==> config.mk <==
export PLATFORM = sky130hd
export DESIGN_NAME = uart_rx_apb
export DESIGN_NICKNAME = d
export VERILOG_FILES = /design/src/rtl/uart_pkg.sv /design/src/rtl/uart_rx_fifo.sv /design/src/rtl/uart_rx_apb.sv
export SDC_FILE = /design/constraint.sdc
export NUM_CORES = 1
export LEC_CHECK = 0
export BUFFER_PORTS_ARGS = -buffer_cell sky130_fd_sc_hd__clkbuf_2
export CAP_MARGIN = 25
export CELL_PAD_IN_SITES_DETAIL_PLACEMENT = 1
export CELL_PAD_IN_SITES_GLOBAL_PLACEMENT = 1
export CORE_ASPECT_RATIO = 1.5
export CORE_MARGIN = 8
export CORE_UTILIZATION = 35
export CTS_BUF_LIST = sky130_fd_sc_hd__clkbuf_2 sky130_fd_sc_hd__clkbuf_4 sky130_fd_sc_hd__clkbuf_8
export DETAILED_ROUTE_END_ITERATION = 6
export GPL_TIMING_DRIVEN = 0
export PLACE_DENSITY = 0.67
export SLEW_MARGIN = 20
export SYNTH_ARGS = -nofsm -noshare
export SYNTH_HDL_FRONTEND = slang
export SYNTH_SLANG_ARGS = --single-unit
==> constraint.sdc <==
create_clock -name clk -period 9 [get_ports clk]
set_input_delay 0.45 -clock clk [delete_from_list [all_inputs] [get_ports clk]]
set_output_delay 0.45 -clock clk [all_outputs]
set_load 0.03 [all_outputs]
==> src/rtl/uart_pkg.sv <==
// Shared definitions for the APB-readable UART receiver: register map, status layout,
// receiver FSM states and baud divider helper.
package uart_pkg;

  localparam logic [31:0] RxDataOffset = 32'h0;
  localparam logic [31:0] StatusOffset = 32'h4;

  localparam int unsigned StatusNotEmptyBit = 0;
  localparam int unsigned StatusFullBit     = 1;
  localparam int unsigned StatusOvrBit      = 2;
  localparam int unsigned StatusFerrBit     = 3;
  localparam int unsigned StatusLevelLsb    = 8;

  typedef enum logic [1:0] {
    StIdle,
    StStart,
    StData,
    StStop
  } rx_state_e;

  function automatic int unsigned calc_div(input int unsigned clk_freq,
                                           input int unsigned bps);
    return clk_freq / bps;
  endfunction

endpackage

==> src/rtl/uart_rx_fifo.sv <==
// Synchronous RX FIFO. A push while full is accepted only when a pop happens in the same cycle.
module uart_rx_fifo #(
  parameter int unsigned Depth = 16,
  parameter int unsigned Width = 8,
  localparam int unsigned Aw = $clog2(Depth)
) (
  input  logic             clk_i,
  input  logic             rst_ni,
  input  logic             push_i,
  input  logic [Width-1:0] wdata_i,
  input  logic             pop_i,
  output logic [Width-1:0] rdata_o,
  output logic             full_o,
  output logic             empty_o,
  output logic [Aw:0]      level_o
);

  logic [Width-1:0] mem_q [Depth];
  logic [Aw-1:0]    wr_ptr_q, wr_ptr_d;
  logic [Aw-1:0]    rd_ptr_q, rd_ptr_d;
  logic [Aw:0]      level_q, level_d;
  logic             do_push, do_pop;

  assign empty_o = (level_q == '0);
  assign full_o  = (level_q == (Aw+1)'(Depth));
  assign level_o = level_q;
  assign rdata_o = mem_q[rd_ptr_q];

  assign do_pop  = pop_i & ~empty_o;
  assign do_push = push_i & (~full_o | do_pop);

  always_comb begin
    wr_ptr_d = wr_ptr_q;
    rd_ptr_d = rd_ptr_q;
    level_d  = level_q;
    if (do_push) wr_ptr_d = wr_ptr_q + 1'b1;
    if (do_pop)  rd_ptr_d = rd_ptr_q + 1'b1;
    if (do_push && !do_pop) begin
      level_d = level_q + 1'b1;
    end else if (!do_push && do_pop) begin
      level_d = level_q - 1'b1;
    end
  end

  always_ff @(posedge clk_i or negedge rst_ni) begin
    if (!rst_ni) begin
      wr_ptr_q <= '0;
      rd_ptr_q <= '0;
      level_q  <= '0;
    end else begin
      wr_ptr_q <= wr_ptr_d;
      rd_ptr_q <= rd_ptr_d;
      level_q  <= level_d;
    end
  end

  // Storage needs no reset: the level counter guards every read.
  always_ff @(posedge clk_i) begin
    if (do_push) mem_q[wr_ptr_q] <= wdata_i;
  end

endmodule

==> src/rtl/uart_rx_apb.sv <==
// 8N1 UART receiver feeding an RX FIFO, drained over APB3 via RXDATA (pop) and STATUS
// (sticky OVR/FERR, cleared on read).
module uart_rx_apb
  import uart_pkg::*;
#(
  parameter int unsigned CLK_FREQ   = 30000000,
  parameter int unsigned UART_BPS   = 921600,
  parameter int unsigned FIFO_DEPTH = 16
) (
  input  logic        clk,
  input  logic        resetn,
  input  logic        in_psel,
  input  logic        in_penable,
  input  logic [2:0]  in_pprot,
  output logic        in_pready,
  output logic        in_pslverr,
  input  logic [31:0] in_paddr,
  input  logic        in_pwrite,
  output logic [31:0] in_prdata,
  input  logic [31:0] in_pwdata,
  input  logic [3:0]  in_pstrb,
  input  logic        uart_rx,
  output logic        rx_irq
);

  localparam int unsigned Div  = calc_div(CLK_FREQ, UART_BPS);
  localparam int unsigned CntW = $clog2(Div);
  localparam int unsigned LvlW = $clog2(FIFO_DEPTH) + 1;
  localparam logic [CntW-1:0] CntHalf = CntW'(Div / 2 - 1);
  localparam logic [CntW-1:0] CntLast = CntW'(Div - 1);

  logic [1:0]      sync_q, sync_d;
  logic            rxs, rxs_prev_q, rxs_prev_d;
  rx_state_e       state_q, state_d;
  logic [CntW-1:0] cnt_q, cnt_d;
  logic [2:0]      bit_q, bit_d;
  logic [7:0]      shift_q, shift_d;
  logic            ovr_q, ovr_d, ferr_q, ferr_d, irq_q, irq_d;
  logic            push_req, set_ferr, set_ovr;
  logic            rd_access, rd_rxdata, rd_status, pop;
  logic [7:0]      fifo_rdata;
  logic            fifo_full, fifo_empty;
  logic [LvlW-1:0] fifo_level;
  logic [31:0]     status;
  logic            unused_inputs;

  assign unused_inputs = ^{in_pprot, in_pwdata, in_pstrb, in_paddr[31:4], in_paddr[1:0]};

  assign sync_d     = {sync_q[0], uart_rx};
  assign rxs        = sync_q[1];
  assign rxs_prev_d = rxs;

  always_ff @(posedge clk or negedge resetn) begin
    if (!resetn) begin
      state_q    <= StIdle;
      cnt_q      <= '0;
      bit_q      <= '0;
      shift_q    <= '0;
      sync_q     <= 2'b11;
      rxs_prev_q <= 1'b1;
      ovr_q      <= 1'b0;
      ferr_q     <= 1'b0;
      irq_q      <= 1'b0;
    end else begin
      state_q    <= state_d;
      cnt_q      <= cnt_d;
      bit_q      <= bit_d;
      shift_q    <= shift_d;
      sync_q     <= sync_d;
      rxs_prev_q <= rxs_prev_d;
      ovr_q      <= ovr_d;
      ferr_q     <= ferr_d;
      irq_q      <= irq_d;
    end
  end

  always_comb begin
    state_d = state_q;
    cnt_d   = cnt_q + 1'b1;
    bit_d   = bit_q;
    shift_d = shift_q;
    unique case (state_q)
      StIdle: begin
        cnt_d = '0;
        if (rxs_prev_q && !rxs) state_d = StStart;
      end
      StStart: begin
        if (cnt_q == CntHalf) begin
          cnt_d   = '0;
          bit_d   = '0;
          state_d = rxs ? StIdle : StData;
        end
      end
      StData: begin
        if (cnt_q == CntLast) begin
          cnt_d   = '0;
          shift_d = {rxs, shift_q[7:1]};
          bit_d   = bit_q + 1'b1;
          if (bit_q == 3'd7) state_d = StStop;
        end
      end
      StStop: begin
        // Return to idle at mid-stop so the next start edge is never missed.
        if (cnt_q == CntLast) begin
          cnt_d   = '0;
          state_d = StIdle;
        end
      end
      default: state_d = StIdle;
    endcase
  end

  always_comb begin
    push_req = 1'b0;
    set_ferr = 1'b0;
    if (state_q == StStop && cnt_q == CntLast) begin
      if (rxs) push_req = 1'b1;
      else     set_ferr = 1'b1;
    end
  end

  assign rd_access = in_psel & in_penable & ~in_pwrite;
  assign rd_rxdata = rd_access & (in_paddr[3:2] == RxDataOffset[3:2]);
  assign rd_status = rd_access & (in_paddr[3:2] == StatusOffset[3:2]);
  assign pop       = rd_rxdata & ~fifo_empty;
  assign set_ovr   = push_req & fifo_full & ~pop;

  uart_rx_fifo #(
    .Depth (FIFO_DEPTH),
    .Width (8)
  ) u_fifo (
    .clk_i   (clk),
    .rst_ni  (resetn),
    .push_i  (push_req),
    .wdata_i (shift_q),
    .pop_i   (pop),
    .rdata_o (fifo_rdata),
    .full_o  (fifo_full),
    .empty_o (fifo_empty),
    .level_o (fifo_level)
  );

  // Clear-on-read first so a same-cycle error wins.
  always_comb begin
    ovr_d  = ovr_q;
    ferr_d = ferr_q;
    if (rd_status) begin
      ovr_d  = 1'b0;
      ferr_d = 1'b0;
    end
    if (set_ovr)  ovr_d  = 1'b1;
    if (set_ferr) ferr_d = 1'b1;
    irq_d = ~fifo_empty;
  end

  always_comb begin
    status                                = '0;
    status[StatusNotEmptyBit]             = ~fifo_empty;
    status[StatusFullBit]                 = fifo_full;
    status[StatusOvrBit]                  = ovr_q;
    status[StatusFerrBit]                 = ferr_q;
    status[StatusLevelLsb +: 8]           = 8'(fifo_level);
  end

  always_comb begin
    in_prdata = '0;
    if (rd_rxdata && !fifo_empty) begin
      in_prdata = {24'b0, fifo_rdata};
    end else if (rd_status) begin
      in_prdata = status;
    end
  end

  assign in_pready  = 1'b1;
  assign in_pslverr = 1'b0;
  assign rx_irq     = irq_q;

endmodule

==> load_flow_metrics.sql <==
INSERT INTO impl_metrics (metric_group, metric, value, unit) VALUES
('timing', 'rsz0062_at_grt', 'false', ''),
('logic_synthesis', 'ys_top_cells_by_area', 'edfxtp_1 (55%), dfrtp_1 (12%), mux4_2 (7.1%)', ''),
('logic_synthesis', 'synth_largest_area_cell', 'edfxtp_1', ''),
('critical_path', 'setup.worst_path.class', 'flip-flop to flip-flop', ''),
('cells_and_area', 'post_route_cells_drive_above_1_share', '27.4', '%'),
('clock_tree', 'clk_pin_slew_worst_paths', '0.09', 'ns'),
('critical_path', 'worst-path-max-fanout', '9', ''),
('logic_synthesis', 'area_share_of_the_largest_cell_type_after_synthesis', '54.9', '%'),
('outcome', 'run_status', 'complete, no violations', ''),
('critical_path', 'crit_path_cell_trace', 'ha_1 -> and3_1 -> ha_1 -> and2_1 -> clkbuf_1 -> nand3_1 -> a31oi_4 -> ha_1 -> inv_1 -> ha_1 -> a21o_1 -> a21oi_1 -> mux2i_1 -> xnor2_1', ''),
('clock_tree', 'cts-hold-fix-buffers', '0', ''),
('logic_synthesis', 'syn_inst', '413', ''),
('floorplan', 'core_area', '19700', 'um2'),
('critical_path', 'worst-endpoint-arrival', '3.99', 'ns'),
('logic_synthesis', 'synthAdderAreaFrac', '2.97', '%'),
('drt', 'initial_drc_count', '236', ''),
('power_and_ir_drop', 'largest_vdd_supply_drop', '0.0000786', 'V'),
('logic_synthesis', 'synth-main-ff-cell', 'edfxtp_1', ''),
('timing', 'least_margin_pin_slew', '1.06', 'ns'),
('drt', 'drtPass1Iterations', '4', ''),
('timing', 'slew-limit-headroom', '29.3', '%'),
('critical_path', 'worst_path_max_delay_cell', 'dfrtp_1', ''),
('critical_path', 'critPathTopFamily', 'adder cells', ''),
('logic_synthesis', 'synth_warnings', '0', ''),
('cells_and_area', 'mostFrequentLayoutCell', 'edfxtp_1', ''),
('drt', 'vias_per_cell', '4.95', ''),
('global_route', 'grt_start_max_net_pins', '38', ''),
('global_route', 'gr-usage-all-layers', '13.2', '%'),
('power_and_ir_drop', 'power.density', '211', 'nW/um2'),
('drt', 'number_of_vias_after_detailed_routing', '3721', ''),
('critical_path', 'critical_path.endpoint_type', 'flip-flop', ''),
('clock_tree', 'clk_root_buffer_cell', 'clkbuf_8', ''),
('cells_and_area', 'antenna_cells', '0', ''),
('logic_synthesis', 'synth_top_family_by_area', 'multiplexers', ''),
('timing', 'clock-skew-final', '0.0104', 'ns'),
('clock_tree', 'cts.sinks', '165', ''),
('timing', 'min_period', '3.61', 'ns'),
('logic_synthesis', 'post_synth_and_or_nand_nor_area_fraction', '5.84', '%'),
('global_route', 'grt_antenna_before_repair', '0', ''),
('timing', 'finalSetupTns', '0', 'ns'),
('timing', 'max_freq', '0.277', 'GHz'),
('global_route', 'grt_pass1_wl', '24.5', 'mm'),
('timing', 'finalCritPeriodShare', '40.1', '%'),
('critical_path', 'critPathBufInv', '2', ''),
('drt', 'post_drt_wl_per_cell', '20.9', 'um'),
('timing', 'hold_viol', '0', ''),
('logic_synthesis', 'synth_cell_type_count', '46', ''),
('critical_path', 'timing.critical_path.mode_cell', 'ha_1', ''),
('clock_tree', 'clock_insertion_delay_worst_skew', '0.46', 'ns'),
('critical_path', 'start_kind', 'flip-flop', ''),
('global_route', 'via_count_of_the_first_global_routing_pass', '4121', ''),
('floorplan', 'rows', '63', ''),
('hold_path', 'min_path_type', 'input pin to flip-flop', ''),
('critical_path', 'critical-path-max-stage-delay', '0.39', 'ns'),
('drt', 'route.detailed.drc', '0', ''),
('placed_design', 'postPlaceCellArea', '7560', 'um2'),
('floorplan', 'dieHeight', '189', 'um'),
('timing', 'timing.final.max_slew_violations', '0', ''),
('floorplan', 'initial_core_util', '35.5', '%'),
('floorplan', 'boundaryPins', '112', ''),
('placed_design', 'numPortBuffers', '21', ''),
('timing', 'setup_viol', '0', ''),
('floorplan', 'floorplan.die_area', '24900', 'um2'),
('cells_and_area', 'final_cell_mix', 'edfxtp_1 (128), dfrtp_1 (34), nor2_1 (28), buf_4 (27), mux4_2 (22)', ''),
('logic_synthesis', 'synth_edf_count', '128', ''),
('clock_tree', 'cts_resized', '0', ''),
('logic_synthesis', 'syn_avg_cell_area', '17.0', 'um2'),
('logic_synthesis', 'synthArstFlopShare', '22.4', '%'),
('critical_path', 'required_time_at_the_worst_slack_endpoint', '9.38', 'ns'),
('cells_and_area', 'finish.instance_area', '8020', 'um2'),
('placed_design', 'finalWeightedCongestion', '0.733', '');
final timing paths:
kind	cells after the start	startpoint	slack [ns]	endpoint
max	14	cnt_q[0]	5.39	u_fifo.level_o[4]
min	1	uart_rx	0.06	sync_q[0]
max reg2reg	14	cnt_q[0]	5.39	u_fifo.level_o[4]
min reg2reg	0	sync_q[0]	0.36	sync_q[1]
max in group asynchronous	1	resetn	8.30	u_fifo.wr_ptr_q[3]
min in group asynchronous	1	resetn	0.12	u_fifo.level_o[1]
stage by stage:
step	total power [W]	hold WS [ns]	util, %	setup slack [ns]	std cells
final	0.00169	0.0643	40.7	5.39	752
after detailed placement	0.00113	0.351	38.4	5.39	717
after CTS	0.00172	0.0206	40.6	5.33	749
after floorplan	0.00106	0.154	-	6.00	432
after global routing	0.00176	0.0334	40.7	5.06	752
after global placement	0.00112	0.346	38.1	5.14	713
layout make-up:
class	instances	area [um2]
well taps	260	325
inverters	14	52.6
fillers	1975	11700
flip-flops and latches	165	4770
clock buffers	18	241
plain buffers	40	263
multi-input cells	213	2010
clock inverters	14	198
repair buffers	28	165
where the power goes:
group	total, W	switching, W	internal (W)
clock	0.000588	0.000279	0.000309
sequential	0.000853	0.0000223	0.000830
combinational	0.000253	0.000145	0.000108
total	0.00169	0.000446	0.00125
cells by family (layout without fill, tap and decap cells):
| kind of cell | after synthesis | in the layout |
|---|---|---|
| AO/OA/AOI/OAI | 33 | 33 |
| XOR/XNOR | 12 | 12 |
| adder cells (fa/ha/maj) | 16 | 16 |
| buffers and inverters | 54 | 114 |
| flip-flops | 165 | 165 |
| multiplexers | 47 | 47 |
| other | 2 | 21 |
| AND/OR/NAND/NOR | 84 | 84 |
cell usage after synthesis, types with 2 or more instances:
cell type,n
a21o_1,2
a21oi_1,9
and2_1,2
and3_1,4
buf_2,9
buf_4,22
clkbuf_1,6
conb_1,2
dfrtp_1,34
dfstp_2,3
edfxtp_1,128
ha_1,15
inv_1,13
mux2_2,9
mux2i_1,3
mux4_1,13
mux4_2,22
nand2_1,19
nand2b_1,9
nand3_1,3
nor2_1,28
nor2b_1,2
nor3_1,8
nor4_1,4
o21ai_0,6
o21ai_1,2
o22ai_1,7
xnor2_1,7
xor2_1,5
metal layers:
metal / global-route usage (%) / vias to the layer above / share of wire, %
li1: - / 1666 / -
met1: 13.1 / 1937 / 36
met2: 24.7 / 98 / 57
met3: 2.92 / 20 / 3.9
met4: 7.94 / 0 / 3.1
met5: 0 / - / 0
state kept, by name (all words and copies together) (netlist names), 2 cells and up, named ones only:
name             flops
u_fifo.mem_q       128
shift_q              8
cnt_q                5
u_fifo.level_o       5
u_fifo.rd_ptr_q      4
u_fifo.wr_ptr_q      4
bit_q                3
sync_q               2
Power figures use the tool's default switching activity.
